`src/rtl/fifo_ecc_rd_ctrl_pkg.sv`:
```
// Shared types and helpers for the ECC FIFO read-side sequencer.
package fifo_ecc_rd_ctrl_pkg;

  typedef enum logic [1:0] {
    ST_IDLE  = 2'd0,
    ST_RUN   = 2'd1,
    ST_FLUSH = 2'd2
  } rd_state_e;

  // Counters up to 32 bits wide take their saturation value from a slice of this.
  localparam int CNT_W_MAX = 32;
  localparam logic [CNT_W_MAX-1:0] CNT_MAX_ALL = '1;

  // Width able to hold occ + inflight without overflow.
  function automatic int occ_w(input int depth);
    return $clog2(depth) + 1;
  endfunction

endpackage

```
`src/rtl/fifo_ecc_obuf.sv`:
```
// Small synchronous output buffer that absorbs FIFO read latency.
// clr discards all contents and takes priority over push/pop.
module fifo_ecc_obuf
  import fifo_ecc_rd_ctrl_pkg::*;
#(
  parameter int W     = 33,
  parameter int DEPTH = 4
) (
  input  logic                     clk,
  input  logic                     rst_n,
  input  logic                     push,
  input  logic                     pop,
  input  logic                     clr,
  input  logic [W-1:0]             wdata,
  output logic [W-1:0]             rdata,
  output logic [occ_w(DEPTH)-1:0]  occ
);

  localparam int PW = (DEPTH > 1) ? $clog2(DEPTH) : 1;
  localparam int OW = occ_w(DEPTH);

  logic [W-1:0]  mem [DEPTH];
  logic [PW-1:0] wr_ptr;
  logic [PW-1:0] rd_ptr;
  logic          do_push;
  logic          do_pop;

  function automatic logic [PW-1:0] ptr_inc(input logic [PW-1:0] p);
    return (p == PW'(DEPTH - 1)) ? '0 : p + PW'(1);
  endfunction

  // A push into a full buffer is accepted only when the head leaves the same cycle.
  assign do_pop  = pop & (occ != '0);
  assign do_push = push & ((occ < OW'(DEPTH)) | do_pop);
  assign rdata   = mem[rd_ptr];

  always_ff @(posedge clk or negedge rst_n) begin
    if (!rst_n) begin
      wr_ptr <= '0;
      rd_ptr <= '0;
      occ    <= '0;
      for (int i = 0; i < DEPTH; i++) mem[i] <= '0;
    end else if (clr) begin
      wr_ptr <= '0;
      rd_ptr <= '0;
      occ    <= '0;
    end else begin
      if (do_push) begin
        mem[wr_ptr] <= wdata;
        wr_ptr      <= ptr_inc(wr_ptr);
      end
      if (do_pop) rd_ptr <= ptr_inc(rd_ptr);
      if (do_push && !do_pop)      occ <= occ + OW'(1);
      else if (!do_push && do_pop) occ <= occ - OW'(1);
    end
  end

endmodule

```
`src/rtl/fifo_ecc_rd_ctrl.sv`:
```
// Read-side sequencer for a 32-bit ECC FIFO: issues reads, buffers landed words, counts ECC events.
// FIFO_ECC_DROP_DBITERR_EN: uncorrectable words are counted but never forwarded.
//
//  state    | meaning
//  ---------+-------------------------------------------------------------
//  ST_IDLE  | no new reads; in-flight words still land and are buffered
//  ST_RUN   | read while buffer has room for every outstanding word
//  ST_FLUSH | read FIFO dry and discard everything until nothing is in flight
module fifo_ecc_rd_ctrl
  import fifo_ecc_rd_ctrl_pkg::*;
#(
  parameter int DW         = 32,
  parameter int RD_LAT     = 1,
  parameter int OBUF_DEPTH = 4,
  parameter int CNT_W      = 16
) (
  input  logic             clk,
  input  logic             rst_n,
  input  logic             en,
  input  logic             flush,
  input  logic             cnt_clr,
  input  logic             fifo_empty,
  input  logic [DW-1:0]    fifo_dout,
  input  logic             fifo_sbiterr,
  input  logic             fifo_dbiterr,
  output logic             fifo_rd_en,
  output logic [DW-1:0]    m_data,
  output logic             m_dbiterr,
  output logic             m_valid,
  input  logic             m_ready,
  output logic             busy,
  output logic [CNT_W-1:0] sbit_cnt,
  output logic [CNT_W-1:0] dbit_cnt,
  output logic             dbit_irq
);

  localparam int OW = occ_w(OBUF_DEPTH);
  localparam logic [CNT_W-1:0] CNT_MAX = CNT_MAX_ALL[CNT_W-1:0];
`ifdef FIFO_ECC_DROP_DBITERR_EN
  localparam int OB_W = DW;
`else
  localparam int OB_W = DW + 1;
`endif

  rd_state_e   state;
  rd_state_e   state_nxt;
  logic [RD_LAT-1:0] lat_sr;
  logic        land;
  logic [OW-1:0] inflight;
  logic [OW-1:0] occ;
  logic        flush_go;
  logic        push;
  logic        push_ok;
  logic        pop;
  logic [OB_W-1:0] ob_wdata;
  logic [OB_W-1:0] ob_rdata;

  assign flush_go = flush & (state != ST_FLUSH);
  assign land     = lat_sr[RD_LAT-1];

  always_comb begin
    inflight = '0;
    for (int i = 0; i < RD_LAT; i++) inflight = inflight + OW'(lat_sr[i]);
  end

  always_ff @(posedge clk or negedge rst_n) begin
    if (!rst_n) state <= ST_IDLE;
    else        state <= state_nxt;
  end

  always_comb begin
    state_nxt = state;
    if (flush_go) begin
      state_nxt = ST_FLUSH;
    end else begin
      case (state)
        ST_IDLE:  if (en) state_nxt = ST_RUN;
        ST_RUN:   if (!en) state_nxt = ST_IDLE;
        ST_FLUSH: if (fifo_empty && inflight == '0) state_nxt = ST_IDLE;
        default:  state_nxt = ST_IDLE;
      endcase
    end
  end

  // Reads are credited against buffer space up front, so the buffer can never overflow.
  always_comb begin
    fifo_rd_en = 1'b0;
    case (state)
      ST_RUN:   fifo_rd_en = !fifo_empty && ((occ + inflight) < OW'(OBUF_DEPTH));
      ST_FLUSH: fifo_rd_en = !fifo_empty;
      default:  fifo_rd_en = 1'b0;
    endcase
    m_valid = (state != ST_FLUSH) && (occ != '0);
    busy    = (state != ST_IDLE) || (occ != '0) || (inflight != '0);
  end

  always_ff @(posedge clk or negedge rst_n) begin
    if (!rst_n) begin
      lat_sr <= '0;
    end else begin
      lat_sr[0] <= fifo_rd_en;
      for (int i = 1; i < RD_LAT; i++) lat_sr[i] <= lat_sr[i-1];
    end
  end

`ifdef FIFO_ECC_DROP_DBITERR_EN
  assign push_ok   = !fifo_dbiterr;
  assign ob_wdata  = fifo_dout;
  assign m_data    = ob_rdata;
  assign m_dbiterr = 1'b0;
`else
  assign push_ok   = 1'b1;
  assign ob_wdata  = {fifo_dbiterr, fifo_dout};
  assign m_data    = ob_rdata[DW-1:0];
  assign m_dbiterr = ob_rdata[DW];
`endif

  assign push = land & push_ok & !flush_go & (state != ST_FLUSH);
  assign pop  = m_valid & m_ready;

  fifo_ecc_obuf #(
    .W     (OB_W),
    .DEPTH (OBUF_DEPTH)
  ) u_obuf (
    .clk   (clk),
    .rst_n (rst_n),
    .push  (push),
    .pop   (pop),
    .clr   (flush_go),
    .wdata (ob_wdata),
    .rdata (ob_rdata),
    .occ   (occ)
  );

  // Error accounting sees every landed word, including those discarded by a flush.
  always_ff @(posedge clk or negedge rst_n) begin
    if (!rst_n) begin
      sbit_cnt <= '0;
      dbit_cnt <= '0;
      dbit_irq <= 1'b0;
    end else begin
      dbit_irq <= land & fifo_dbiterr;
      if (cnt_clr)                                          sbit_cnt <= '0;
      else if (land && fifo_sbiterr && sbit_cnt != CNT_MAX) sbit_cnt <= sbit_cnt + CNT_W'(1);
      if (cnt_clr)                                          dbit_cnt <= '0;
      else if (land && fifo_dbiterr && dbit_cnt != CNT_MAX) dbit_cnt <= dbit_cnt + CNT_W'(1);
    end
  end

endmodule

```
`config.mk`:
```
export PLATFORM = sky130hd
export DESIGN_NAME = fifo_ecc_rd_ctrl
export DESIGN_NICKNAME = d
export VERILOG_FILES = /design/src/rtl/fifo_ecc_rd_ctrl_pkg.sv /design/src/rtl/fifo_ecc_obuf.sv /design/src/rtl/fifo_ecc_rd_ctrl.sv
export SDC_FILE = /design/constraint.sdc
export NUM_CORES = 1
export LEC_CHECK = 0
export ABC_AREA = 1
export CELL_PAD_IN_SITES_DETAIL_PLACEMENT = 1
export CELL_PAD_IN_SITES_GLOBAL_PLACEMENT = 1
export CORE_ASPECT_RATIO = 0.75
export CORE_UTILIZATION = 42
export DETAILED_ROUTE_END_ITERATION = 8
export GPL_ROUTABILITY_DRIVEN = 0
export PLACE_DENSITY_LB_ADDON = 0.1
export RECOVER_POWER = 25
export SETUP_SLACK_MARGIN = 0.4
export SYNTH_ARGS = -nofsm -noshare
export SYNTH_HDL_FRONTEND = slang
export SYNTH_HIERARCHICAL = 1
export SYNTH_SLANG_ARGS = --single-unit
```
`constraint.sdc`:
```
create_clock -name clk -period 2.7 [get_ports clk]
set_input_delay 0.405 -clock clk [delete_from_list [all_inputs] [get_ports clk]]
set_output_delay 0.405 -clock clk [all_outputs]
set_load 0.01 [all_outputs]
```
==> results.txt, run 1 <==
The flow ran to the end, but the final reports show violations. The checks that failed: capacitance limit, slew limit. The total negative setup slack came out at 0 ps. The CTS root buffer is sky130_fd_sc_hd__clkbuf_16.

The met3 track utilization from global routing is 0.04368. The number of standard cells in the final layout excluding fillers is 1,427. The die boundary height came out at 126.7 µm.

The initial DRC count came out at 412. The number of instances in the synthesized netlist is 1,047. The remaining routing DRC violations came out at 0. The synthesis-stage register bit count is 175. The number of nets in the final layout came out at 1,209. For the pin with the worst max-slew slack, the measured transition is 1670 ps.

The first-pass GRT wire length is 40.01 mm. The static leakage power is 5.330 nW. The maximum buffer depth of the clock tree is 2.

The routed via count divided by cell count is 5.242. The total power draw is 0.009295 W. The tightest min-delay check is of the reg2reg type. After detailed routing, the average wire length per cell comes to 17.27 µm. The area share of the largest cell type after synthesis came out at 0.5028. For this run, global-route usage on met2 was measured as 0.3590. Setup repair after global routing could not meet its margin everywhere. The die covers 0.02132 mm². The time the final worst path needs with I/O delays and setup came out at 2488 ps. The residual overflow from global routing is 0. The final-report setup violation count is 0. Yosys mapped a number of flops with a built-in enable equal to 0. The worst endpoint data arrival time is 2080 ps. The total length of routed wires came out at 24.65 mm.

The share of the yosys chip area belonging to registers is 0.5028. Max-cap violations in this run came to 1. The top-level port count came out at 110. The number of antenna violations at the first check in global routing came to 0. The via count of the first global-routing pass came out at 7,489.

The residual antenna-violating net count after detailed routing is 0. The number of optimization iterations in the first detailed-route pass is 5. The initial utilization of the core area, before any placement, comes to 0.4297.

Headroom to the max-slew limit came out at -0.1132. Internal power comes to 0.006002 W. TritonCTS built the clock tree.

The type of origin of the critical path is a flop. The clock transition at the registers of the reported paths is 60 ps. The power per unit of standard cell area is 855.7 mW/mm².

The mean instance size in the synthesized netlist came out at 8.319 µm². Of all cell types, the one taking the most synthesized area is sky130_fd_sc_hd__dfrtp_1. For the final database, setup skew stands at 8.849 ps. The share of total power dissipated in sequential elements is 0.358. The TritonCTS buffer count came out at 17. The source-to-sink clock delay at the later pin of the worst-skew pair came out at 430 ps. Ranked by instance count, the synthesized netlist is headed by sky130_fd_sc_hd__nand2_1, sky130_fd_sc_hd__dfrtp_1, sky130_fd_sc_hd__o21ai_0. By startpoint and endpoint, the worst setup path is classified as reg2out. The total placed cells including tap cells came out at 1,381. The horizontal die dimension is 168.3 µm. Timing would allow up to 402.0 MHz. The area growth from synthesis to layout came out at 24.72%. The fraction of synthesis flops using an asynchronous set or reset pin is 1.000. The repair_antennas step left the layout with diodes totalling 0.

The number of different library cells used by synthesis comes to 30. Summing over every cut layer, the via total after detailed routing is 7,481. The number of H-tree levels is 4.

Yosys attributes the largest share of cell area to sky130_fd_sc_hd__dfrtp_1, sky130_fd_sc_hd__nand2_1, sky130_fd_sc_hd__o21ai_0. In this run the tool buffered the top-level ports with 109 buffer cells. The kind of end point of the critical path is an output port. The total track usage came out at 0.2381. The post-route fraction of the period consumed by the critical path is 0.9214. Of the total power, combinational logic draws 0.367.

The worst vdd rail ir drop came out at 0.4778 mV. The share of total power dissipated in the clock network is 0.275. The placeable core region is 0.02027 mm². The utilization of the core after routing is 0.5359. The number of fill cells came out at 2,388.

The number of warnings issued by yosys is 6. For this run, global-route usage on met1 was measured as 0.3569. The worst path required time came out at 2300 ps. The dominant cell by count in the synthesized netlist is sky130_fd_sc_hd__nand2_1. The estimated wirelength of the detail-placed design is 15.57 mm. The power dissipated by switching net loads came out at 0.003294 W. The placement row count is 45. The most used flip-flop cell after synthesis is sky130_fd_sc_hd__dfrtp_1. The layer flagged by global routing as most heavily used is met2. In this run the worst path has a maximum fanout of 32. The mapped netlist covers 0.008710 mm².

Of the total power, the share spent switching nets is 0.3543. The count of final hold-check violations came out at 0. The number of nets in the synthesized netlist is 1,100. The fraction of final layout cells sized beyond drive strength 1 came out at 0.1138. The final count of pins violating max slew came out at 59. Entering global routing, the biggest net connects 61 pins. The clock net in this run drives a total of 175 sinks.

Final hold analysis gives a worst-case slack of 477.9 ps.
layout by cell type, fill, tap and decap left out, types with 3 or more instances in the layout:
cell type	n
sky130_fd_sc_hd__dfrtp_1	174
sky130_fd_sc_hd__o21ai_1	36
sky130_fd_sc_hd__buf_6	3
sky130_fd_sc_hd__nand2_1	267
sky130_fd_sc_hd__nor2_2	3
sky130_fd_sc_hd__nor3_1	3
sky130_fd_sc_hd__inv_1	80
sky130_fd_sc_hd__o21ai_2	35
sky130_fd_sc_hd__nor2_1	103
sky130_fd_sc_hd__ha_1	10
sky130_fd_sc_hd__dlygate4sd2_1	10
sky130_fd_sc_hd__xor2_1	7
sky130_fd_sc_hd__o22ai_1	31
sky130_fd_sc_hd__nand3_1	40
sky130_fd_sc_hd__buf_12	6
sky130_fd_sc_hd__nand4_1	18
sky130_fd_sc_hd__nand2_2	3
sky130_fd_sc_hd__clkbuf_2	6
sky130_fd_sc_hd__clkbuf_16	19
sky130_fd_sc_hd__clkdlybuf4s50_1	75
sky130_fd_sc_hd__o21ai_0	145
sky130_fd_sc_hd__nor2_4	7
sky130_fd_sc_hd__dlymetal6s2s_1	15
sky130_fd_sc_hd__a21oi_1	7
sky130_fd_sc_hd__clkbuf_8	5
sky130_fd_sc_hd__buf_4	18
sky130_fd_sc_hd__o21bai_1	5
critical path: stages, from the launching register on:
cell and delay (ps):
sky130_fd_sc_hd__dfrtp_2 440, sky130_fd_sc_hd__buf_8 240, sky130_fd_sc_hd__o21ai_0 140, sky130_fd_sc_hd__o22ai_2 240
sky130_fd_sc_hd__clkdlybuf4s50_1 580
path summary, 6_finish.rpt:
check	startpoint	to	slack [ps]	cells past startpoint
setup / recovery	u_obuf/rd_ptr[0]	m_data[3]	210	4
hold / removal	u_obuf/mem[76]	u_obuf/mem[76]	480	2
setup reg to reg	state[0]	u_obuf/mem[13]	510	11
hold reg to reg	u_obuf/mem[76]	u_obuf/mem[76]	480	2
max in group asynchronous	rst_n	u_obuf/mem[57]	670	3
min in group asynchronous	rst_n	sbit_cnt[6]	950	2
power groups by stage:
stage	sequential, W	combinational (W)	clock [W]
CTS	0.00331	0.00337	0.00261
floorplan	0.00328	0.00187	0
detailed placement	0.00335	0.00337	0
finish	0.00333	0.00341	0.00255
global placement	0.00334	0.00329	0
global route	0.00339	0.00378	0.00272
layout make-up:
class	count	area (µm²)	area share
Clock buffer	24	501.7	0.04619
Multi-Input combinational cell	735	3705	0.3411
Tap cell	258	322.8	0.02972
Timing Repair Buffer	143	1533	0.1411
Inverter	84	317.8	0.02926
Clock inverter	8	102.6	0.009445
Sequential cell	175	4380	0.4032
kinds of logic (layout without fill, tap and decap cells):
family / count (synthesis) / after routing / synth area share
AO/OA/AOI/OAI: 262 / 262 / 0.1721
AND/OR/NAND/NOR: 454 / 454 / 0.2215
adder cells (fa/ha/maj): 12 / 12 / 0.01810
buffers and inverters: 137 / 259 / 0.07844
XOR/XNOR: 7 / 7 / 0.007039
flip-flops: 175 / 175 / 0.5028
metal layers:
layer  wire, µm  part of all wire
met1      12560              0.51
met2      11160              0.45
met3        726             0.029
met4        204            0.0083
met5          0                 0
sequential cells by signal, indices dropped and copies added, names as in the netlist:
register       count
state              2
sbit_cnt          16
dbit_irq           1
u_obuf/occ         3
u_obuf/mem       132
dbit_cnt          16
u_obuf/rd_ptr      2
land               1
u_obuf/wr_ptr      2
per-stage QoR:
step | setup slack, ps | instance area, µm²
global route | 156.6 | 10860
CTS | 173.2 | 10650
finish | 212.3 | 10860
floorplan | 690.6 | 8710
detailed placement | 280.0 | 9996
global placement | 341.1 | 9996
repair_timing:
action                                  4_1_cts  5_1_grt
pin swaps                                     2        8
setup buffers                                 0       10
gates cloned                                  1        2
hold buffers                                  1        0
endpoints found under the setup margin       93      119
resized for setup                            24       48
endpoints found under the hold margin        57        0
Power figures use the tool's default switching activity.
==> run 2: changes to the inputs <==
--- a/config.mk
+++ b/config.mk
@@ -5,11 +5,10 @@
 export SDC_FILE = /design/constraint.sdc
 export NUM_CORES = 1
 export LEC_CHECK = 0
-export ABC_AREA = 1
 export CELL_PAD_IN_SITES_DETAIL_PLACEMENT = 1
 export CELL_PAD_IN_SITES_GLOBAL_PLACEMENT = 1
 export CORE_ASPECT_RATIO = 0.75
-export CORE_UTILIZATION = 42
+export CORE_UTILIZATION = 46
 export DETAILED_ROUTE_END_ITERATION = 8
 export GPL_ROUTABILITY_DRIVEN = 0
 export PLACE_DENSITY_LB_ADDON = 0.1
==> results.txt, run 2 <==
The horizontal die dimension was 159.3 µm (-5.3%). The fraction of synthesis flops using an asynchronous set or reset pin is 1.000 (unchanged). The number of antenna violations at the first check in global routing is 0 (unchanged). The number of fill cells is 1,684 (-29%).

Setup repair after global routing could not meet its margin everywhere. The top-level port count is 110 (unchanged). The run finished, with violations left.

By area the synthesized netlist is led by sky130_fd_sc_hd__dfrtp_1, sky130_fd_sc_hd__mux2_2, sky130_fd_sc_hd__mux2_4. The slowest cell on the critical path is sky130_fd_sc_hd__fa_1. The dominant cell by count in the synthesized netlist is sky130_fd_sc_hd__dfrtp_1. The area share of the largest cell type after synthesis was 0.5130 (+0.01017).

The overall die area is 0.01911 mm² (-10%). The most frequently used flop master after synthesis is sky130_fd_sc_hd__dfrtp_1. The power per unit of standard cell area came out at 742.8 mW/mm² (-13%). The worst slack at placement came out at 153.6 ps (-126.4 ps). The number of nets in the final layout was 787 (-35%).

The number of cells on the worst reg-to-reg path was 9 (-2). The routed via count divided by cell count is 5.583 (+6.5%). The final-report setup violation count is 0 (unchanged). The TritonCTS clock tree is done. The library cell used most frequently in the layout, excluding fill and tap cells, is sky130_fd_sc_hd__dfrtp_1.

The residual overflow from global routing is 0 (unchanged). The total area of sequential cells came out at 0.004384 mm² (about the same). The cell depth of the worst hold path came to 1 (-1). The mean instance size in the synthesized netlist is 14.32 µm² (+72%). The first-pass GRT wire length is 35.14 mm (-12%). The number of instances in the synthesized netlist came out at 596 (-43%).

The total length of routed wires came out at 21.93 mm (-11%). The number of warnings issued by yosys came out at 6 (unchanged). The type of origin of the critical path is a flop. The total track usage came out at 0.2404 (+0.002368).

CTS placed an instance of sky130_fd_sc_hd__clkbuf_16 at the clock tree root. The count of flip-flops with a built-in enable after synthesis is 0 (unchanged). The multi-input gate area in the final layout came out at 0.003928 mm² (+6.0%).

The post-synthesis instance area is 0.008537 mm² (-2.0%). The number of antenna diodes came out at 0 (unchanged). The number of optimization iterations in the first detailed-route pass came out at 4 (-1). STA classifies the critical path endpoint as a flop. The fraction of final layout cells sized beyond drive strength 1 came out at 0.4056 (+0.2919). The residual antenna-violating net count after detailed routing was 0 (unchanged). The static leakage power is 5.006 nW (-6.1%). The worst setup path is of the reg2reg kind. The net count of the mapped netlist came out at 649 (-41%).

The synthesis-stage register bit count came out at 175 (unchanged). The maximum fanout along the worst path is 3 (-91%). The delay contributed by the slowest stage of the critical path is 500 ps (-80 ps). The final reports fail on capacitance limit, slew limit.

The cell count along the critical path came to 9 (+5). The total of buffers placed on input and output ports is 109 (unchanged). The initial DRC count came out at 228 (-45%). The time the final worst path needs with I/O delays and setup is 2331 ps (-156.9 ps). The kind of cell with the highest combined delay along the critical path is simple AND/OR/NAND/NOR gates. The remaining routing DRC violations is 0 (unchanged). The total power draw was 0.008032 W (-14%). The top register by number of flip-flops is u_obuf/mem. The total clock sinks was 175 (unchanged). The count of vias placed by the detailed router is 5,522 (-26%). The worst endpoint data arrival time came out at 2640 ps (+560 ps).

The detail-routed net length per standard cell was 22.17 µm (+28%). The number of H-tree levels came out at 4 (unchanged). The placeable core region is 0.01792 mm² (-12%). The count of final hold-check violations is 0 (unchanged). The die boundary height came out at 120.0 µm (-5.3%). The clock transition at the registers of the reported paths is 70 ps (about the same). The flip-flop count of the largest register after layout came out at 132 (unchanged). In the synthesized netlist, the cells that appear most often are sky130_fd_sc_hd__dfrtp_1, sky130_fd_sc_hd__mux2_2, sky130_fd_sc_hd__mux2_4. The share of the yosys chip area belonging to registers is 0.5130 (+0.01017). The smallest setup slack after layout came out at 369.2 ps (+156.9 ps). The area growth from synthesis to layout came out at 26.67%. The TritonCTS buffer count is 17 (unchanged). The largest net degree at the start of global routing is 69 (+13%). The maximum frequency from static timing analysis came to 429.0 MHz (+6.7%). The via count of the first global-routing pass came to 6,135 (-18%).

The placement row count is 42 (-6.7%). The distinct cell type count after synthesis came out at 50 (+67%). Traced cell by cell, the critical path runs through nor3_4, nor2_4, and2_4, o21ai_2, nor3b_4, fa_1, a211oi_2, o311ai_1, a311oi_1.

The measured slew at the worst slew-check pin is 1593 ps (-77.10 ps). The maximum buffer depth of the clock tree came out at 2 (unchanged). The final worst clock skew came out at 10.05 ps (+1.198 ps). The worst hold margin came out at 502.7 ps (+24.77 ps). The top cell types in the final layout, fill and taps aside, are sky130_fd_sc_hd__dfrtp_1, sky130_fd_sc_hd__mux2_2, sky130_fd_sc_hd__clkdlybuf4s50_1, sky130_fd_sc_hd__mux2_4, sky130_fd_sc_hd__mux4_2. The relative slew slack is -0.06178 (+0.05140). The estimated wirelength of the detail-placed design is 13.26 mm (-15%).

The final count of pins violating max slew came out at 58 (-1.7%). The count of buffering cells on the critical path with inverters included came to 0 (-2). The worst path required time was 3010 ps (+710 ps). The source-to-sink clock delay at the later pin of the worst-skew pair is 430 ps (about the same).

The biggest area contributor in the post-synthesis netlist is sky130_fd_sc_hd__dfrtp_1. The number of max-capacitance violations reported came out at 1 (unchanged). The worst hold path belongs to the class reg2reg. The starting density of the core came out at 0.4764 (+0.04671).

The total negative setup slack was 0 ps (unchanged). The post-route fraction of the period consumed by the critical path is 0.8633 (-0.05812). The worst vdd rail ir drop is 0.3586 mV (-25%). In the final layout, the registers with the most flip-flops are u_obuf/mem x132, dbit_cnt x16, sbit_cnt x16.
==> run 2: changes by cell type in the layout (fill, tap and decap cells not counted), moves of 31 or more <==
cell                      change
sky130_fd_sc_hd__nand2_1    -253
sky130_fd_sc_hd__o21ai_1     -36
sky130_fd_sc_hd__mux2_2      +82
sky130_fd_sc_hd__o21ai_2     -34
sky130_fd_sc_hd__o22ai_1     -31
sky130_fd_sc_hd__inv_1       -68
sky130_fd_sc_hd__o21ai_0    -136
sky130_fd_sc_hd__nor2_1      -73
sky130_fd_sc_hd__mux2_4      +51
sky130_fd_sc_hd__mux4_2      +33
==> run 2: timing repair <==
item                                   4_1_cts  5_1_grt
buffers inserted                            13        4
gates resized for setup                    106       41
setup endpoints to repair                   35       39
cloned                                       3        2
endpoints found under the hold margin       57        0
hold buffers                                 1        0
pin swaps                                    4        3
==> run 2: cell families after synthesis <==
logic type                 share of synthesized area
muxes                                         0.2931
buffers and inverters                        0.03517
adders and majority gates                    0.01847
and+or+nand+nor                              0.09189
AOI/OAI and AO/OA                            0.02785
DFF                                           0.5130
xor gates and xnor gates                     0.02052
==> run 2: through the flow <==
step                instance area (µm²)  utilization  std cells
global route                      10810       0.6035        989
floorplan                          8606            -        596
finish                            10810       0.6035        989
CTS                               10730       0.5988        983
detailed placement                 9997       0.5579        934
global placement                   9997       0.5579        934
==> run 2: power breakdown <==
group	internal, W	total [W]	switching [W]
registers	0.00301	0.00327	0.000256
clock network	0.00148	0.00256	0.00108
logic	0.00125	0.00220	0.000949
total	0.00574	0.00803	0.00229
==> run 2: layout make-up <==
class | count | area share
Inverter | 14 | 0.004859
Multi-Input combinational cell | 374 | 0.3632
Clock inverter | 14 | 0.01678
Tap cell | 242 | 0.02800
Clock buffer | 18 | 0.03969
Timing Repair Buffer | 152 | 0.1421
Sequential cell | 175 | 0.4054
==> run 2: final timing paths <==
| path | startpoint | slack [ps] | to |
|---|---|---|---|
| hold reg to reg | u_obuf/mem[13] | 500 | u_obuf/mem[13] |
| setup / recovery | u_obuf/occ[1] | 370 | u_obuf/occ[1] |
| max in group asynchronous | rst_n | 690 | u_obuf/mem[84] |
| hold / removal | u_obuf/mem[13] | 500 | u_obuf/mem[13] |
| setup reg to reg | u_obuf/occ[1] | 370 | u_obuf/occ[1] |
| min in group asynchronous | rst_n | 930 | state[0] |
==> run 2: routing by layer <==
metal,share of wire,global-route usage,routed length [µm],vias up
li1,-,-,-,2465
met1,0.44,0.3166,9718,2922
met2,0.50,0.4010,11000,121
met3,0.046,0.06256,1000,14
met4,0.0095,0.05409,209,0
met5,0,0,0,-
==> run 2: worst register-to-register path: stages, from the launching register on <==
cell	delay, ps
sky130_fd_sc_hd__dfrtp_2	450
sky130_fd_sc_hd__nor3_4	230
sky130_fd_sc_hd__nor2_4	50
sky130_fd_sc_hd__and2_4	140
sky130_fd_sc_hd__o21ai_2	60
sky130_fd_sc_hd__nor3b_4	220
sky130_fd_sc_hd__fa_1	500
sky130_fd_sc_hd__a211oi_2	170
sky130_fd_sc_hd__o311ai_1	100
sky130_fd_sc_hd__a311oi_1	290
==> run 3: changes to the inputs <==
--- a/config.mk
+++ b/config.mk
@@ -8,7 +8,7 @@
 export CELL_PAD_IN_SITES_DETAIL_PLACEMENT = 1
 export CELL_PAD_IN_SITES_GLOBAL_PLACEMENT = 1
 export CORE_ASPECT_RATIO = 0.75
-export CORE_UTILIZATION = 46
+export CORE_UTILIZATION = 42
 export DETAILED_ROUTE_END_ITERATION = 8
 export GPL_ROUTABILITY_DRIVEN = 0
 export PLACE_DENSITY_LB_ADDON = 0.1
==> constraint.sdc (replaced) <==
create_clock -name clk -period 2.1 [get_ports clk]
set_input_delay 0.315 -clock clk [delete_from_list [all_inputs] [get_ports clk]]
set_output_delay 0.315 -clock clk [all_outputs]
set_load 0.01 [all_outputs]
==> results.txt, run 3 (same netlist as run 2, synthesis figures left out) <==
The final reports fail on DRC, setup timing. The number of cells on the worst reg-to-reg path is 10 (+1). The die boundary height is 125.5 µm (+4.6%).

The final-report setup violation count is 98 (+98). The total power draw is 0.01113 W (+39%). The static leakage power came out at 6.121 nW (+22%).

The source-to-sink clock delay at the later pin of the worst-skew pair came out at 430 ps (about the same). The remaining routing DRC violations came out at 6 (+6). The utilization of the core after routing is 0.6417 (+0.03823). The post-route fraction of the period consumed by the critical path came out at 1.058. STA classifies the critical path endpoint as an output port. The worst hold-check path type is reg2reg. The worst path required time is 1780 ps (-1230 ps). The maximum fanout along the worst path was 6 (+3).

The final worst clock skew is 7.034 ps (-3.012 ps). The tree is rooted in a sky130_fd_sc_hd__clkbuf_16. The number of nets in the final layout came out at 881 (+12%).

The starting density of the core is 0.4344 (-0.04204). The first-pass GRT wire length is 39.31 mm (+12%). The total of buffers placed on input and output ports is 109 (unchanged). The total area of sequential cells is 0.004402 mm² (+0.40%). The detail-routed net length per standard cell came out at 23.17 µm (+4.5%).

The cell depth of the worst hold path is 1 (unchanged). The measured slew at the worst slew-check pin came to 1357 ps (-235.6 ps). The area growth from synthesis to layout is 47.74%.

The kind of critical path is reg2out. The largest registers in the layout are u_obuf/mem x132, dbit_cnt x16, sbit_cnt x16. The placement row count came out at 44 (+4.8%). The number of fill cells is 1,813 (+7.7%). The initial DRC count is 315 (+38%). The fraction of final layout cells sized beyond drive strength 1 came out at 0.5310 (+0.1253).

The worst slack at placement is -282.4 ps (-436.0 ps). The library cell used most frequently in the layout, excluding fill and tap cells, is sky130_fd_sc_hd__dfrtp_1. The number of antenna diodes is 0 (unchanged). The flip-flop count of the largest register after layout is 132 (unchanged). The final count of pins violating max slew is 0 (-100%). The maximum frequency from static timing analysis came out at 449.9 MHz. The routed via count divided by cell count came out at 5.501 (-1.5%). The residual antenna-violating net count after detailed routing came to 0 (unchanged). The via count of the first global-routing pass came out at 6,622 (+7.9%). The placeable core region was 0.01965 mm² (+9.7%). The multi-input gate area in the final layout was 0.004343 mm² (+11%).

The number of H-tree levels came out at 4 (unchanged). STA classifies the critical path startpoint as a flop. The number of antenna violations at the first check in global routing came to 0 (unchanged). The top register by number of flip-flops is u_obuf/mem.

The number of standard cells in the final layout excluding fillers was 1,093 (+11%). The power per unit of standard cell area is 882.4 mW/mm² (+19%). The overall die area is 0.02091 mm² (+9.4%). The top-level port count came out at 110 (unchanged).

The relative slew slack came out at 0.09530 (+0.1571). Setup repair after global routing could not meet its margin everywhere. The total track usage is 0.2478 (+0.007365). The number of optimization iterations in the first detailed-route pass is 7 (+3).

The time the final worst path needs with I/O delays and setup is 2222 ps. The horizontal die dimension is 166.6 µm (+4.6%). The estimated wirelength of the detail-placed design came out at 13.54 mm (+2.1%).

The library cells used most frequently in the layout, excluding fill and tap cells, are sky130_fd_sc_hd__dfrtp_1, sky130_fd_sc_hd__mux2_4, sky130_fd_sc_hd__buf_6, sky130_fd_sc_hd__buf_4, sky130_fd_sc_hd__clkdlybuf4s50_1. The TritonCTS buffer count came out at 17 (unchanged). The count of vias placed by the detailed router is 6,013 (+8.9%). The count of final hold-check violations came out at 0 (unchanged). The largest net degree at the start of global routing is 67 (-2.9%). The smallest setup slack after layout is -122.5 ps (-491.6 ps). The total clock sinks is 175 (unchanged). TritonCTS built the clock tree. The maximum buffer depth of the clock tree came out at 2 (unchanged). The residual overflow from global routing is 0 (unchanged).

The worst endpoint data arrival time is 1910 ps (-730 ps). The total length of routed wires came out at 25.33 mm (+16%). The number of max-capacitance violations reported is 0 (-1). The total negative setup slack is -4984 ps (-4984 ps). The run finished, with violations left. The total placed cells including tap cells came to 968 (+3.6%). The worst vdd rail ir drop is 0.6732 mV (+88%). The clock transition at the registers of the reported paths came out at 70 ps (about the same).
## run 3: power breakdown
part	switching, W	internal (W)
Sequential	0.000333	0.00387
Combinational	0.00140	0.00220
Clock	0.00143	0.00189
Total	0.00317	0.00796
## run 3: per-layer routing
layer  routed length, µm  vias to the layer above  track usage
li1                    -                     2653            -
met1               11330                     3190       0.3379
met2               12670                      141       0.4043
met3                 953                       29      0.05033
met4                 378                        0      0.06699
met5                   0                        -            0
## run 3: stage by stage
stage          hold WS [ps]  area [µm²]
6_report              506.4       12610
5_1_grt               510.6       12610
4_1_cts               397.3       12170
3_5_place_dp          295.5       10310
3_3_place_gp          293.4       10310
2_1_floorplan         19.41        8707
## run 3: worst paths after layout
check                            startpoint              end  slack, ps
hold reg to reg              u_obuf/mem[22]   u_obuf/mem[22]        510
min in group asynchronous             rst_n  u_obuf/mem[106]        720
setup / recovery           u_obuf/rd_ptr[0]       m_data[27]       -120
max in group asynchronous             rst_n      dbit_cnt[0]        230
setup reg to reg              u_obuf/occ[1]    u_obuf/occ[1]       -120
hold / removal               u_obuf/mem[22]   u_obuf/mem[22]        510
## run 3: repair_timing
item | in CTS | in global routing
endpoints found under the setup margin | 221 | 205
cloned | 15 | 1
buffers inserted | 57 | 20
hold buffers | 1 | 0
gates resized for setup | 295 | 70
hold endpoints to repair | 51 | 0
pin swaps | 14 | 28
## run 3: worst max-delay path: stages, from the launching register on
cell and delay (ps):
sky130_fd_sc_hd__dfrtp_2 410, sky130_fd_sc_hd__buf_6 120, sky130_fd_sc_hd__buf_12 120, sky130_fd_sc_hd__buf_12 140, sky130_fd_sc_hd__mux4_2 550, sky130_fd_sc_hd__buf_6 150
## run 3: area by class of cell
cell class	count	area share
clock buffers	17	0.03373
clock inverters	14	0.01438
inverters	14	0.004167
multi-input cells	374	0.3443
flip-flops and latches	175	0.3490
well taps	253	0.02510
repair buffers	246	0.2293
